## src/rtl/eth_pkg.sv

```systemverilog
// Shared Ethernet FCS constants and types for the nibble-stream CRC32 generator and checker.
package eth_pkg;

  localparam logic [31:0] CRC32_POLY_REFL = 32'hEDB88320;
  localparam logic [31:0] CRC32_INIT      = 32'hFFFFFFFF;
  // Register value after a good frame plus its FCS has been clocked through
  localparam logic [31:0] CRC32_RESIDUE   = 32'hDEBB20E3;

  typedef enum logic [1:0] {
    IDLE,
    PASS,
    APPEND,
    GAP
  } fcs_state_t;

endpackage

```

## src/rtl/crc32_nib.sv

```systemverilog
// One nibble of reflected CRC32, bit 0 first; shared by the FCS generator and checker.
module crc32_nib
  import eth_pkg::*;
(
  input  logic [31:0] crc_in,
  input  logic [3:0]  nib,
  output logic [31:0] crc_out
);

  always_comb begin
    crc_out = crc_in;
    for (int unsigned i = 0; i < 4; i++) begin
      if (crc_out[0] ^ nib[i])
        crc_out = (crc_out >> 1) ^ CRC32_POLY_REFL;
      else
        crc_out = crc_out >> 1;
    end
  end

endmodule

```

## src/rtl/fcs_append.sv

```systemverilog
// Nibble-stream pass-through that appends the Ethernet FCS and then holds off for the inter-frame gap.
module fcs_append
  import eth_pkg::*;
#(
  parameter int unsigned IFG_CYCLES = 24
) (
  input  logic       clk,
  input  logic       rst,
  input  logic [3:0] axiid,
  input  logic       axiiv,
  output logic       axiir,
  output logic [3:0] axiod,
  output logic       axiov,
  output logic       done
);

  fcs_state_t  state;
  logic [31:0] crc;
  logic [31:0] crc_next;
  logic [31:0] fcs;
  logic [27:0] fcs_sr;
  logic [2:0]  nib_cnt;
  logic [7:0]  gap_cnt;

  crc32_nib u_crc32_nib (
    .crc_in  (crc),
    .nib     (axiid),
    .crc_out (crc_next)
  );

  assign fcs = ~crc;

  always_ff @(posedge clk) begin
    if (rst) begin
      state   <= IDLE;
      crc     <= CRC32_INIT;
      fcs_sr  <= '0;
      nib_cnt <= '0;
      gap_cnt <= '0;
      axiod   <= '0;
      axiov   <= 1'b0;
      done    <= 1'b0;
      axiir   <= 1'b1;
    end else begin
      done <= 1'b0;
      case (state)
        IDLE: begin
          crc <= CRC32_INIT;
          if (axiiv) begin
            axiod <= axiid;
            axiov <= 1'b1;
            crc   <= crc_next;
            state <= PASS;
          end else begin
            axiod <= '0;
            axiov <= 1'b0;
          end
        end
        PASS: begin
          if (axiiv) begin
            axiod <= axiid;
            axiov <= 1'b1;
            crc   <= crc_next;
          end else begin
            // FCS nibble 0 goes out in the slot right after the last payload nibble
            axiod   <= fcs[3:0];
            fcs_sr  <= fcs[31:4];
            axiov   <= 1'b1;
            nib_cnt <= '0;
            axiir   <= 1'b0;
            state   <= APPEND;
          end
        end
        APPEND: begin
          // nib_cnt tracks which FCS nibble is currently on axiod
          if (nib_cnt == 3'd7) begin
            axiod   <= '0;
            axiov   <= 1'b0;
            gap_cnt <= 8'(IFG_CYCLES);
            state   <= GAP;
          end else begin
            axiod   <= fcs_sr[3:0];
            fcs_sr  <= {4'h0, fcs_sr[27:4]};
            nib_cnt <= nib_cnt + 3'd1;
            done    <= (nib_cnt == 3'd6);
          end
        end
        GAP: begin
          axiod <= '0;
          axiov <= 1'b0;
          crc   <= CRC32_INIT;
          // Leaving on the last count gives exactly IFG_CYCLES idle cycles
          if (gap_cnt <= 8'd1) begin
            gap_cnt <= '0;
            axiir   <= 1'b1;
            state   <= IDLE;
          end else begin
            gap_cnt <= gap_cnt - 8'd1;
          end
        end
        default: state <= IDLE;
      endcase
    end
  end

endmodule

```

## config.mk

```make
export PLATFORM = sky130hd
export DESIGN_NAME = fcs_append
export DESIGN_NICKNAME = d
export VERILOG_FILES = /design/src/rtl/eth_pkg.sv /design/src/rtl/crc32_nib.sv /design/src/rtl/fcs_append.sv
export SDC_FILE = /design/constraint.sdc
export NUM_CORES = 1
export LEC_CHECK = 0
export CORE_UTILIZATION = 35
export DETAILED_ROUTE_END_ITERATION = 6
export PLACE_DENSITY = 0.54
export SLEW_MARGIN = 20
export SYNTH_ARGS = -nofsm -noshare
export SYNTH_HDL_FRONTEND = slang
export SYNTH_SLANG_ARGS = --single-unit
export TNS_END_PERCENT = 1
```

## constraint.sdc

```tcl
create_clock -name clk -period 2.5 [get_ports clk]
set_clock_uncertainty 0.15 [all_clocks]
set_input_delay 0.5 -clock clk [delete_from_list [all_inputs] [get_ports clk]]
set_output_delay 0.5 -clock clk [all_outputs]
set_load 0.01 [all_outputs]
```

# Yosys cells after proc, flatten, opt, wreduce, memory -nomap -nowiden
# Cells that the tools add are included.
[word_totals]
regBits = 80
input_bits = 7
elab_cells = 75
[classes]
addsub = 2
magnitude_cmp = 1
n_eq_ne = 11
n_mux = 31
bitwise_logic = 10
reduce_logical = 11
[ops]
columns = ["cell", "n"]
rows = [
  ["$mux 32", 6],
  ["$pmux 32 s3", 1],
  ["$mux 28", 2],
  ["$not 13->14", 4],
  ["$pmux 28 s2", 1],
  ["$not 32->32", 1],
  ["$mux 8", 2],
  ["$pmux 4 s4", 1],
  ["$pmux 8 s2", 1],
  ["$mux 4", 3],
  ["$ne 2x2->1 const B", 6],
  ["$le 8x1->1 const B", 1],
  ["$mux 2", 4],
  ["$pmux 2 s4", 1],
  ["$sub 8x1->8 const B", 1],
  ["$eq 3x3->1 const B", 2],
  ["$mux 3", 2],
  ["$pmux 3 s2", 1],
  ["$reduce_and 3->1", 2],
  ["$reduce_bool 2->1", 3],
  ["$eq 2x2->1 const B", 2],
  ["$mux 1", 4],
  ["$pmux 1 s4", 1],
  ["$reduce_and 2->1", 2],
  ["9 further kinds", 12],
]

# Depth between registers and ports, before layout
# Gate-level depths: netlist (run 1).
[logic_depth]
ltp_word = 10
depth_mapped = 9
mapped_depth_nobuf = 6

# Modules after synthesis
# From an unflattened synthesis (run 1), not the netlist that was laid out.
[hier_totals]
hier_cells = 521
area_unflattened_um2 = 4578.1
[modules_own_cells]
columns = ["module", "instances", "cells_each", "area_each_um2", "seq_area_each_um2"]
rows = [
  ["fcs_append", 1, 471, 3751.1, 1601.5],
  ["crc32_nib", 1, 50, 827.0, 0.0],
]

# Worst setup path before layout (run 1)
# No wires, ideal clock.
[synth_path]
path_type = "reg2reg"
startpoint = "register state[0]"
endpoint = "register fcs_sr[6]"
setup_time_ns = 0.070
arrival_ns = 1.724
slack_ns = 0.556
path_stages_with_launch = 10
synth_period_minus_slack_ns = 1.944
cell_sequence = "dfxtp_1 inv_1 ha_1 clkbuf_1 nand2_1 o211a_1 clkbuf_1 clkbuf_1 nand2_1 a21oi_1"
[synth_via]
elab_chain_len = 3
word_cells_on_any_way = 7
classes_between = "eq/ne (4); mux (1); reduce/logical (2)"
[synth_rtl]
columns = ["item", "line_no", "source"]
rows = [
  ["start, declared", "fcs_append.sv:17", "fcs_state_t state;"],
  ["start signal, assigned", "fcs_append.sv:35", "state <= IDLE;"],
  ["start signal, assigned", "fcs_append.sv:53", "state <= PASS;"],
  ["start signal, assigned", "fcs_append.sv:71", "state <= APPEND;"],
  ["$eq 2x2->1 or $eq 2x1->1 (tied branches)", "fcs_append.sv:46", "case (state)"],
  ["$ne 2x2->1 (no source line) or $reduce_bool 2->1 (tied branches)", "--", ""],
  ["$reduce_and 3->1 (no source line)", "--", ""],
  ["end signal, assigned", "fcs_append.sv:67", "fcs_sr <= fcs[31:4];"],
  ["end signal, assigned", "fcs_append.sv:83", "fcs_sr <= {4'h0, fcs_sr[27:4]};"],
  ["end, declared", "fcs_append.sv:21", "logic [27:0] fcs_sr;"],
]
# Several ways; a longest one is shown, not always the timed one.
# A chain may end at the register's enable or synchronous reset.

# Worst setup path after layout (run 1)
[layout_path]
startpoint = "register state[0]"
endpoint = "register crc[14]"
[layout_via]
elab_chain_len = 3
word_cells_on_any_way = 7
classes_between = "eq/ne (3); mux (1); reduce/logical (3)"
[layout_rtl]
columns = ["item", "line_no", "source"]
rows = [
  ["$eq 2x1->1 (tied with other cells)", "fcs_append.sv:46", ""],
  ["$ne 2x2->1 (no source line) or $reduce_bool 3->1 (tied branches)", "--", ""],
  ["$reduce_and 2->1 (no source line)", "--", ""],
  ["end signal, assigned", "fcs_append.sv:52", "crc <= crc_next;"],
  ["end signal, assigned", "fcs_append.sv:63", "crc <= crc_next;"],
  ["end, declared", "fcs_append.sv:18", "logic [31:0] crc;"],
]
# Several ways; a longest one is shown, not always the timed one.

==> results of run 1 <==
==> sequential cells by signal (all words and copies together), names as in the netlist <==
| signal | count |
|---|---|
| axiov | 1 |
| axiod | 4 |
| axiir | 1 |
| nib_cnt | 3 |
| gap_cnt | 8 |
| fcs_sr | 28 |
| state | 2 |
| done | 1 |
| crc | 32 |
==> per-layer routing <==
layer	vias up	global-route usage, %
met4	0	5.08
met5	-	0
li1	1671	-
met1	1542	23.2
met3	8	6.29
met2	36	29.1
==> power by group through the flow <==
stage / clock network, uW / registers [uW] / logic [uW]
global route: 1460 / 2010 / 3170
finish: 1360 / 1960 / 2850
CTS: 1390 / 1960 / 2890
detailed placement: 0 / 1990 / 2890
global placement: 0 / 1980 / 2840
floorplan: 0 / 1890 / 2150
==> cells by family (layout without fill, tap and decap cells) <==
kind of cell	count (synthesis)	count (layout)	synth area share, %
AND/OR/NAND/NOR	186	186	22.0
multiplexers	2	2	0.519
buffers and inverters	43	57	4.74
flip-flops	80	80	39.1
AO/OA/AOI/OAI	117	117	17.8
XOR/XNOR	33	33	12.9
adder cells (fa/ha/maj)	10	10	3.06
==> placed cells by master (no fill, tap or decap), types with 2 or more instances in the layout <==
cell             synthesis  routed
nor2_1                  26      26
nand3b_1                 2       2
a211oi_1                14      14
buf_4                    1      18
o21bai_1                 3       3
nand2_1                 76      76
a31oi_1                  4       4
clkdlybuf4s50_1          0      12
inv_6                    0       2
nand3_1                  5       5
clkinvlp_4               0       2
o22ai_1                 16      16
or4_1                    2       2
nor3_1                  24      24
o21ai_0                 23      23
dfxtp_1                 80      80
o211a_1                  2       2
nor4_1                   2       2
buf_12                   0       3
xnor3_2                  2       2
xnor2_2                  2       2
or3_1                    6       6
nor4b_1                  6       6
xnor3_1                 11      11
a21oi_1                 39      39
ha_1                    10       9
nand2b_1                27      27
a21o_1                   2       2
o2bb2ai_1                8       8
clkbuf_16                0       9
and3_1                   3       3
inv_1                    7       7
xnor2_1                 14      14
nor3b_1                  4       4
==> cell type report <==
type,instances,area [um2]
clock buffer,9,225
clock inverter,7,78.8
fill,1183,6680
inverter,7,26.3
multi-input combinational,348,2310
sequential,80,1600
tap,143,179
timing repair buffer,34,320
==> path summary, 6_finish.rpt <==
kind / from / to / slack (ns) / cells past startpoint
setup / recovery: state[0] / crc[14] / 0.23 / 7
hold / removal: fcs_sr[22] / fcs_sr[22] / 0.30 / 2
setup reg to reg: state[0] / crc[14] / 0.23 / 7
hold reg to reg: fcs_sr[22] / fcs_sr[22] / 0.30 / 2
==> worst max-delay path, stage by stage, from the launching register on <==
cell and delay (ns):
dfxtp_1 0.39, inv_1 0.11, ha_1 0.34, inv_1 0.08, o211ai_2 0.70, buf_4 0.28
o22ai_1 0.08, nand2b_1 0.08
==> stage by stage <==
step	total power (uW)	utilization (%)	hold slack (ns)	instances	setup WS (ns)
3_3_place_gp	4820	38.8	0.289	612	0.0863
5_1_grt	6650	41.5	0.323	628	0.0513
6_report	6170	41.5	0.301	628	0.228
3_5_place_dp	4870	38.8	0.294	612	0.0443
4_1_cts	6250	41.5	0.303	628	0.215
2_1_floorplan	4040	-	0.282	471	0.556
==> impl_metrics.csv, run 1 <==
group,metric,value,unit
hold_path,hold_path_class,"flip-flop to flip-flop",
finish,areaGrowthSynthToFinish,15.7,%
sta,fmax,0.440,GHz
flow_run,maxCapViolCount,0,
finish,nNetsFinal,497,
clocking,cts_hold_buf,0,
yosys,ys_seq_elements,80,
placement,port_buffers,13,
sta,drv_slew,0,
yosys,synthTopCellsByArea,"dfxtp_1 (39%), nand2_1 (7.0%), xnor3_1 (6.0%)",
placement,placed_area,4430,um2
power,powerDensity,1300,nW/um2
drt,first_pass_iters,4,
yosys,yosys.area.top_type_share,39.1,%
clocking,cts-htree-levels,3,
worst_setup_path,required,2.64,ns
die,coreArea,11400,um2
sta,setup_viol,0,
worst_setup_path,end_kind,"flip-flop",
grt,grt_pass1_vias,3166,
sta,grt_setup_unrepaired,"no",
placement,dpl.hpwl,6350,um
yosys,yosysWarnings,0,
die,die_y,110,um
die,dieArea,12100,um2
sta,slew_headroom,42.3,%
die,rows,39,
yosys,synth_seq_area_share,39.1,%
grt,grt_start_max_net_pins,37,
placement,gp_congestion,0.767,
drt,postRouteAntennaNets,0,
power,power.net_switching,2390,uW
yosys,synth_commonest_cells,"dfxtp_1 (80), nand2_1 (76), a21oi_1 (39)",
drt,drc,0,
power,p_leak,0.00177,uW
yosys,syn_area_per_cell,8.69,um2
grt,grt-ovfl-total,0,
yosys,synth.most_common_cell,"dfxtp_1",
clocking,cts_sinks,80,
grt,antenna_found_initial,0,
die,die_w,110,um
die,io_pins,14,
drt,totalWireLength,9540,um
clocking,root_buffer,"clkbuf_16",
clocking,post_cts_buffers,0,
yosys,syn_inst,471,
worst_setup_path,cp_max_fo,17,
power,p_clk_share,22.1,%
drt,dr_total_vias,3257,
clocking,post_cts_resized,0,
worst_setup_path,crit_type,"flip-flop to flip-flop",
yosys,synthArstFlopShare,0,%
drt,topRoutingLayerUsed,"met4",
power,vdd_ir_drop_max,601,uV
sta,tightest_slew,0.863,ns
clocking,worstSkewPairLatency,0.35,ns
drt,wl_met1,4490,um
die,start_util,35.9,%
yosys,synth_nets,488,
finish,diodes,0,
sta,final.setup.tns,0,ns
sta,finalHoldViolations,0,
power,p_seq_share,31.7,%
worst_setup_path,worst_ep_arrival_time,2.41,ns
run_status,status,"finished, final reports clean",
yosys,syn-cell-area,4100,um2
power,switching_share,38.8,%
yosys,yosysTopAreaCell,"dfxtp_1",
drt,post_drt_via_cell_ratio,5.19,
finish,design_area,4740,um2
worst_setup_path,cp-start-kind,"flip-flop",
finish,drive_above_1_share,10.5,%
drt,wl_met3,304,um
drt,dr_wl_met2,4620,um
sta,period_share,90.9,%
clocking,cts_tree,"done",
clocking,numCtsBuffers,9,
clocking,path_clk_slew,0.07,ns
drt,drt-initial-drc-count,113,
yosys,ys_types,48,
grt,grt_first_pass_wirelength,16300,um
power,p_int,3780,uW
yosys,synth-edff-count,0,
sta,min_period,2.27,ns
clocking,cts.path.max_buffers,2,
power,combPwrFrac,46.2,%
yosys,yosys_most_used_dff,"dfxtp_1",
grt,track_usage,18.1,%
drt,post_drt_wl_per_cell,15.2,um
(Power assumes the default switching activity.)
==> run 2: changes to the inputs <==
Settings changed: CORE_MARGIN from default to 2, CTS_CLUSTER_DIAMETER from default to 80.
==> impl_metrics.csv, run 2 (synthesis results as in run 1) <==
group,metric,value,unit
placement,dpl.hpwl,6350,um
power,p_leak,0.00179,uW
worst_setup_path,required,2.63,ns
clocking,post_cts_resized,0,
sta,timing.final.ws_setup,0.299,ns
finish,num-fill-cells,1171,
grt,track_usage,15.3,%
drt,first_pass_iters,4,
power,vdd_ir_drop_max,510,uV
placement,place_ws,0.0525,ns
drt,drt-initial-drc-count,120,
sta,final.setup.tns,0,ns
clocking,cts-htree-levels,3,
grt,antenna_found_initial,0,
sta,grt_setup_unrepaired,"no",
die,rows,39,
clocking,cts_hold_buf,0,
sta,setup_viol,0,
grt,grt_start_max_net_pins,41,
clocking,worstSkewPairLatency,0.34,ns
worst_setup_path,worst_ep_arrival_time,2.33,ns
die,start_util,35.9,%
sta,drv_slew,0,
die,die_y,112,um
placement,dpl.cell_count,616,
finish,regMostFlops,"crc",
sta,slew_headroom,48.9,%
worst_setup_path,cp_max_fo,15,
sta,finalHoldViolations,0,
worst_setup_path,crit_type,"flip-flop to flip-flop",
worst_setup_path,cp-start-kind,"flip-flop",
finish,final_cell_mix,"dfxtp_1 (80), nand2_1 (76), a21oi_1 (39)",
finish,fin_util,41.6,%
drt,postRouteAntennaNets,0,
clocking,post_cts_buffers,0,
clocking,cts_sinks,80,
finish,drive_above_1_share,10.7,%
sta,period_share,88.0,%
worst_setup_path,end_kind,"flip-flop",
clocking,root_buffer,"clkbuf_16",
drt,dr_total_vias,3227,
grt,grt_pass1_vias,3015,
grt,grt-ovfl-total,0,
clocking,cts.path.max_buffers,2,
finish,final_common_cell,"dfxtp_1",
sta,fmax,0.454,GHz
die,dieArea,12600,um2
run_status,status,"finished, final reports clean",
drt,post_drt_wl_per_cell,14.6,um
clocking,cts_tree,"done",
finish,final_cells,631,
power,powerDensity,1300,nW/um2
drt,post_drt_via_cell_ratio,5.11,
sta,min_period,2.20,ns
die,die_w,112,um
drt,drc,0,
finish,largest_register_ffs,32,
finish,largest_registers,"crc: 32 flops, fcs_sr: 28 flops, gap_cnt: 8 flops",
placement,gp_congestion,0.793,
die,coreArea,11400,um2
clocking,numCtsBuffers,9,
placement,port_buffers,13,
drt,totalWireLength,9240,um
die,io_pins,14,
grt,grt_first_pass_wirelength,15400,um
sta,tightest_slew,0.767,ns
flow_run,maxCapViolCount,0,
finish,nNetsFinal,501,
hold_path,hold_path_class,"flip-flop to flip-flop",
finish,diodes,0,
finish,areaGrowthSynthToFinish,16.1,%
clocking,path_clk_slew,0.06,ns
run 2: cell types whose count changed in the layout (fill, tap and decap cells not counted), sizes merged:
cell,change
buf,+4
clkinv,+1
clkbuf,+2
clkinvlp,-2
bufinv,+1
inv,-3
run 2: cell type report:
cell class | count | area, um2 | share of cell area (%)
Sequential cell | 80 | 1600 | 33.7
Clock inverter | 4 | 70.1 | 1.47
Timing Repair Buffer | 38 | 338 | 7.11
Inverter | 7 | 26.3 | 0.553
Clock buffer | 11 | 233 | 4.90
Tap cell | 143 | 179 | 3.76
Multi-Input combinational cell | 348 | 2310 | 48.5
run 2: worst paths after layout:
path,from,to,slack [ns],cells past startpoint
setup reg to reg,state[0],crc[16],0.30,7
setup / recovery,state[0],crc[16],0.30,7
hold reg to reg,fcs_sr[27],fcs_sr[27],0.30,2
hold / removal,fcs_sr[27],fcs_sr[27],0.30,2
run 2: layer usage:
metal / routed length [um] / share of wire [%] / track usage, %
met5: 0 / 0 / 0
met4: 131 / 1.4 / 5.85
met3: 172 / 1.9 / 2.75
met2: 4110 / 44 / 22.8
met1: 4830 / 52 / 22.2
run 2: per-stage QoR:
stage	hold WS (ns)	power (uW)	area, um2
after floorplan	0.282	4040	4100
after global placement	0.290	4810	4450
after detailed placement	0.295	4850	4450
after CTS	0.303	6250	4750
after global routing	0.321	6640	4750
final	0.300	6200	4750
run 2: report_power, final:
part	switching, uW	internal [uW]	total (uW)
Clock	521	867	1390
Combinational	1480	1360	2840
Sequential	327	1640	1970
Total	2330	3870	6200
run 2: worst max-delay path, stage by stage, from the launching register on:
cell and delay (ns):
dfxtp_1 0.38, inv_1 0.10, ha_1 0.34, inv_1 0.08, o211ai_2 0.63, buf_4 0.29, o22ai_1 0.09, nand2b_1 0.07
